## src/rtl/cpu_ctrl_pkg.sv

```systemverilog
// rtl/cpu_ctrl_pkg.sv - shared types and defaults for the CPU run/step/breakpoint controller
// Contents:
//   state_t    2-bit controller state encoding
//   CNT_W_DEF  default width of the enabled-cycle counter
package cpu_ctrl_pkg;

  typedef enum logic [1:0] {
    S_HALT = 2'd0,
    S_RUN  = 2'd1,
    S_STEP = 2'd2,
    S_BRK  = 2'd3
  } state_t;

  localparam int CNT_W_DEF = 32;

endpackage

```

## src/rtl/btn_edge.sv

```systemverilog
// rtl/btn_edge.sv - push-button synchronizer with one-cycle rising-edge pulse
// Ports:
//   clk    in   system clock, rising edge
//   rst    in   asynchronous active-high reset
//   btn    in   raw button level, asynchronous to clk
//   pulse  out  one-cycle pulse per rising edge of btn
module btn_edge (
  input  logic clk,
  input  logic rst,
  input  logic btn,
  output logic pulse
);

  logic [1:0] sync_q;
  logic       lvl_q;
  logic       pulse_q;

  // Two synchronizer flops, a history flop for edge detect, and a registered
  // pulse: a level first sampled at edge k yields a pulse in the cycle after
  // edge k+2. All flops clear on reset, so a button held through reset
  // release still produces exactly one pulse.
  always_ff @(posedge clk or posedge rst) begin
    if (rst) begin
      sync_q  <= 2'b00;
      lvl_q   <= 1'b0;
      pulse_q <= 1'b0;
    end else begin
      sync_q  <= {sync_q[0], btn};
      lvl_q   <= sync_q[1];
      pulse_q <= sync_q[1] & ~lvl_q;
    end
  end

  assign pulse = pulse_q;

endmodule

```

## src/rtl/cpu_run_ctrl.sv

```systemverilog
// rtl/cpu_run_ctrl.sv - run/step/breakpoint controller producing the pipeline enable
// Ports:
//   clk        in   system clock, rising edge
//   rst        in   asynchronous active-high reset
//   run        in   continuous-run request level
//   step       in   raw step push-button level (asynchronous)
//   brk_en     in   breakpoint enable
//   brk_addr   in   breakpoint fetch address
//   pc         in   current fetch address
//   stall      in   load-use stall from hazard unit
//   cpu_en     out  enable for PC and all pipeline register banks
//   halted     out  high in HALT or BRK
//   brk_hit    out  high in BRK
//   cycle_cnt  out  number of enabled cycles, wrapping
module cpu_run_ctrl
  import cpu_ctrl_pkg::*;
#(
  parameter int CNT_W = CNT_W_DEF
) (
  input  logic             clk,
  input  logic             rst,
  input  logic             run,
  input  logic             step,
  input  logic             brk_en,
  input  logic [31:0]      brk_addr,
  input  logic [31:0]      pc,
  input  logic             stall,
  output logic             cpu_en,
  output logic             halted,
  output logic             brk_hit,
  output logic [CNT_W-1:0] cycle_cnt
);

  state_t state_q;
  state_t state_d;
  logic   skip_q;
  logic   step_pulse;
  logic   bp_match;

  btn_edge u_step_edge (
    .clk   (clk),
    .rst   (rst),
    .btn   (step),
    .pulse (step_pulse)
  );

  // skip suppresses the match for the first enabled cycle after a resume so
  // execution can leave brk_addr once.
  assign bp_match = brk_en & (pc == brk_addr) & ~skip_q;

  always_comb begin
    state_d = state_q;
    cpu_en  = 1'b0;
    case (state_q)
      S_HALT: begin
        if (run)             state_d = S_RUN;
        else if (step_pulse) state_d = S_STEP;
      end
      S_RUN: begin
        // Drop the enable in the match cycle so the breakpoint instruction
        // is held in IF and never reaches ID.
        cpu_en = ~bp_match;
        if (!run)          state_d = S_HALT;
        else if (bp_match) state_d = S_BRK;
      end
      S_STEP: begin
        cpu_en = 1'b1;
        if (!stall) state_d = S_HALT;
      end
      S_BRK: begin
        if (!run)            state_d = S_HALT;
        else if (step_pulse) state_d = S_STEP;
      end
      default: state_d = S_HALT;
    endcase
  end

  always_ff @(posedge clk or posedge rst) begin
    if (rst) begin
      state_q <= S_HALT;
    end else begin
      state_q <= state_d;
    end
  end

  always_ff @(posedge clk or posedge rst) begin
    if (rst) begin
      skip_q <= 1'b0;
    end else if (state_q == S_HALT && state_d == S_RUN) begin
      skip_q <= 1'b1;
    end else if (cpu_en) begin
      skip_q <= 1'b0;
    end
  end

  always_ff @(posedge clk or posedge rst) begin
    if (rst) begin
      cycle_cnt <= '0;
    end else if (cpu_en) begin
      cycle_cnt <= cycle_cnt + CNT_W'(1);
    end
  end

  assign halted  = (state_q == S_HALT) || (state_q == S_BRK);
  assign brk_hit = (state_q == S_BRK);

endmodule

```

## config.mk

```make
export PLATFORM = sky130hd
export DESIGN_NAME = cpu_run_ctrl
export DESIGN_NICKNAME = d
export VERILOG_FILES = /design/src/rtl/cpu_ctrl_pkg.sv /design/src/rtl/btn_edge.sv /design/src/rtl/cpu_run_ctrl.sv
export SDC_FILE = /design/constraint.sdc
export NUM_CORES = 1
export LEC_CHECK = 0
export ABC_CLOCK_PERIOD_IN_PS = 4790
export CAP_MARGIN = 20
export CORE_ASPECT_RATIO = 1.2
export CORE_MARGIN = 2
export CORE_UTILIZATION = 24
export DETAILED_ROUTE_END_ITERATION = 10
export SLEW_MARGIN = 15
export SYNTH_ARGS = -nofsm -noshare
export SYNTH_HDL_FRONTEND = slang
export SYNTH_HIERARCHICAL = 1
export SYNTH_SLANG_ARGS = --single-unit
```

## constraint.sdc

```tcl
create_clock -name clk -period 4.79 [get_ports clk]
set_input_delay 0.958 -clock clk [delete_from_list [all_inputs] [get_ports clk]]
set_output_delay 0.958 -clock clk [all_outputs]
set_load 0.02 [all_outputs]
```

==> results.md <==
* Outcome: finished clean
* Worst Path Required at 3.83 ns
* Mapped cell area at ~2600 sq um
* Slew Viols, Final at 0
* Reg-to-reg setup timing slack at 2.69 ns
* WL/cell at 13.6 microns
* Reg2reg end: cycle_cnt[31]
* Reg clk slew, reported paths at 0.05 ns
* Setup violations, final at 0
* Met3 WL at 564 microns
* Drt initial violations at 50
* Mean post-synth cell area at 10.7 sq um
* H-tree Lvls at 2
* DR WL met2 at ~3300 microns
* Setup Skew at 0.00405 ns
* Area Overhead vs Synth at 49.6%
* Max cap viols at 0
* YS warnings at 6
* Post-DRT Antenna Nets at 0
* # diodes at 0
* Final min period at 4.04 ns
* Final #Nets at 423
* DP HPWL at roughly 5100 microns
* Drt drc at 0
* Die area at 11700 sq um
* GRT Resource Usage Total at 0.110
* Setup crit end kind: primary output
* # IOs at 105
* Power Density at 487 nW/um^2
* Cell count after synthesis at 242
* CP max FO at 3
* Via Count at 2207
* Rows at between 40 and 50
* CTS tree: built
* Post-synth net total at 317
* Initial antenna violation count at 0
* Largest net degree at the start of global routing at 36
* Clk buf depth at 2
* Drt total wl at about 6500 microns
* Period utilization at 0.844
* Worst r2r src: state_q[0]
* Final hold violations at 0
* Die height at 118 microns
* Root buf cell: clkbuf_16
* Die X at between 90 and 100 microns
* Via density at between 4 and 5
* Hold Path Depth at 0
* Peak supply drop at 175 uV
* Cts hold-fix bufs at 0
* Routability Congestion at 0.795
* Met1 wire length at 2530 microns
* Hold Startpoint: u_step_edge/sync_q[0]
* Arr. time, crit path at 3.08 ns
* Core ar. at 10500 sq um
* Pre-antenna DRT Iters at 5
* Yosys cell types at 33
* # port buffers at approximately 100
* Path depth of the worst reg2reg path at 6
* Hold path endpoint: u_step_edge/sync_q[1]
* FF+latch count, synth at 39
* CTS buffer count at 5
* Sink Count at 39
* Worst min path class: reg -> reg
* Layout cells sized above 1 at 0.141
* Vias in the first global route at around 2200
* Leak at 1.38 nW
* Sequential share of the synthesized area at 0.375
* Least-Margin Pin Slew at 0.727 ns
* Filler cells at 1069
* RSZ-0062 raised after global routing: no
* Slew headroom at 0.514
* GRT overflow at 0
* Crit Path Category: in -> out
* Post-CTS Setup Bufs at 0
* First-pass GRT wire length at 10600 microns
* Worst-skew pair later-pin latency at 0.27 ns
* Initial Utilization at 0.247
* Total negative setup slack at 0 ns
* Power, Total at 1.89 mW
* Max layer used: met4
* Worst setup SP type: input pin
* Maximum clock frequency at 247 MHz
* Cts repair resizes at 0
[how the worst max path moves through the flow]
stage	start	endpoint	slack (ns)	depth (start not counted)
3_5_place_dp	brk_addr[7]	cpu_en	0.70	7
2_1_floorplan	brk_addr[12]	cpu_en	1.70	5
5_1_grt	brk_addr[7]	cpu_en	0.60	7
3_3_place_gp	brk_addr[7]	cpu_en	0.72	7
6_report	brk_addr[7]	cpu_en	0.75	7
4_1_cts	brk_addr[7]	cpu_en	0.69	7
[kinds of logic (layout without fill, tap and decap cells)]
group | after synthesis | in the layout | share of synthesized area
flops | 39 | 39 | 0.375
mux | 2 | 2 | 0.00962
simple gates | 105 | 105 | 0.312
xor+xnor | 63 | 63 | 0.212
compound gates | 12 | 12 | 0.0245
buf+inv | 16 | 121 | 0.0423
fa+ha+maj | 5 | 5 | 0.0241
[critical path, stage by stage]
cell	delay, ns
clkdlybuf4s50_1	0.42
xor2_1	0.17
nor4_2	0.31
nand4_1	0.22
nor4_4	0.34
nor2_2	0.10
clkdlybuf4s50_1	0.56
[where the power goes]
part | internal (mW) | switching [mW] | leakage, nW
combinational | 0.447 | 0.549 | 0.918
sequential | 0.446 | 0.146 | 0.399
clock | 0.187 | 0.117 | 0.0628
[sequential cells by signal, summed over array words and instances (netlist names)]
signal and cells:
cycle_cnt 32, skip_q 1, state_q 2, u_step_edge/lvl_q 1
u_step_edge/pulse 1, u_step_edge/sync_q 2
[stage by stage]
step           hold slack (ns)  worst slack (ns)  cells  area, sq um  utilization
3_3_place_gp             0.339             0.720    470         3760        0.358
4_1_cts                  0.352             0.692    476         3890        0.370
5_1_grt                  0.368             0.600    476         3890        0.370
2_1_floorplan            0.331              1.70    242         2600            -
3_5_place_dp             0.339             0.698    470         3760        0.358
6_report                 0.348             0.748    476         3890        0.370
[synthesized netlist by cell type]
cell | instances | area (sq um)
xor2_1 | 61 | 534
dfrtp_1 | 39 | 976
nor4_2 | 21 | 263
nand2_1 | 18 | 67.6
nand3_1 | 12 | 60.1
nor3_2 | 11 | 110
nand4_1 | 8 | 50.1
inv_1 | 7 | 26.3
and3_1 | 6 | 37.5
nor2_1 | 6 | 22.5
buf_6 | 5 | 56.3
ha_1 | 5 | 62.6
nor4_1 | 5 | 31.3
a21oi_1 | 4 | 20.0
and4_1 | 4 | 35.0
o21ai_0 | 4 | 20.0
buf_4 | 3 | 22.5
nor2b_1 | 3 | 18.8
o21ai_1 | 3 | 15.0
nand4b_1 | 2 | 17.5
nor3_1 | 2 | 10.0
xnor2_1 | 2 | 17.5
and3_2 | 1 | 7.51
buf_2 | 1 | 5.00
mux2_4 | 1 | 15.0
mux2i_1 | 1 | 10.0
nand3_4 | 1 | 17.5
nor2_2 | 1 | 6.26
nor2b_4 | 1 | 13.8
nor3b_2 | 1 | 12.5
nor4_4 | 1 | 21.3
nor4b_1 | 1 | 8.76
o311ai_1 | 1 | 8.76
[layer usage]
layer | vias up | track usage
met5 | - | 0
li1 | 1062 | -
met4 | 0 | 0.0291
met3 | 9 | 0.0297
met2 | 103 | 0.201
met1 | 1033 | 0.125
[layout by cell type (no fill, tap or decap), drive strengths merged]
cell type,count
nand2,18
o21ai,7
clkdlybuf4s50,104
dfrtp,39
nor3b,1
mux2i,1
xnor2,2
nand4,8
a21oi,4
nand4b,2
and4,4
xor2,61
buf,4
nor4b,1
nand3,13
nor2,7
and3,7
ha,5
clkbuf,6
o311ai,1
nor3,13
nor2b,4
nor4,27
mux2,1
inv,7
[area by class of cell]
class,count,area [sq um],area share
Clock buffer,6,129,0.0331
Inverter,7,26.3,0.00676
Multi-Input combinational cell,187,1530,0.392
Sequential cell,39,976,0.251
Tap cell,129,161,0.0415
Timing Repair Buffer,108,1070,0.275
No activity file was read; power rests on OpenSTA's default activity.
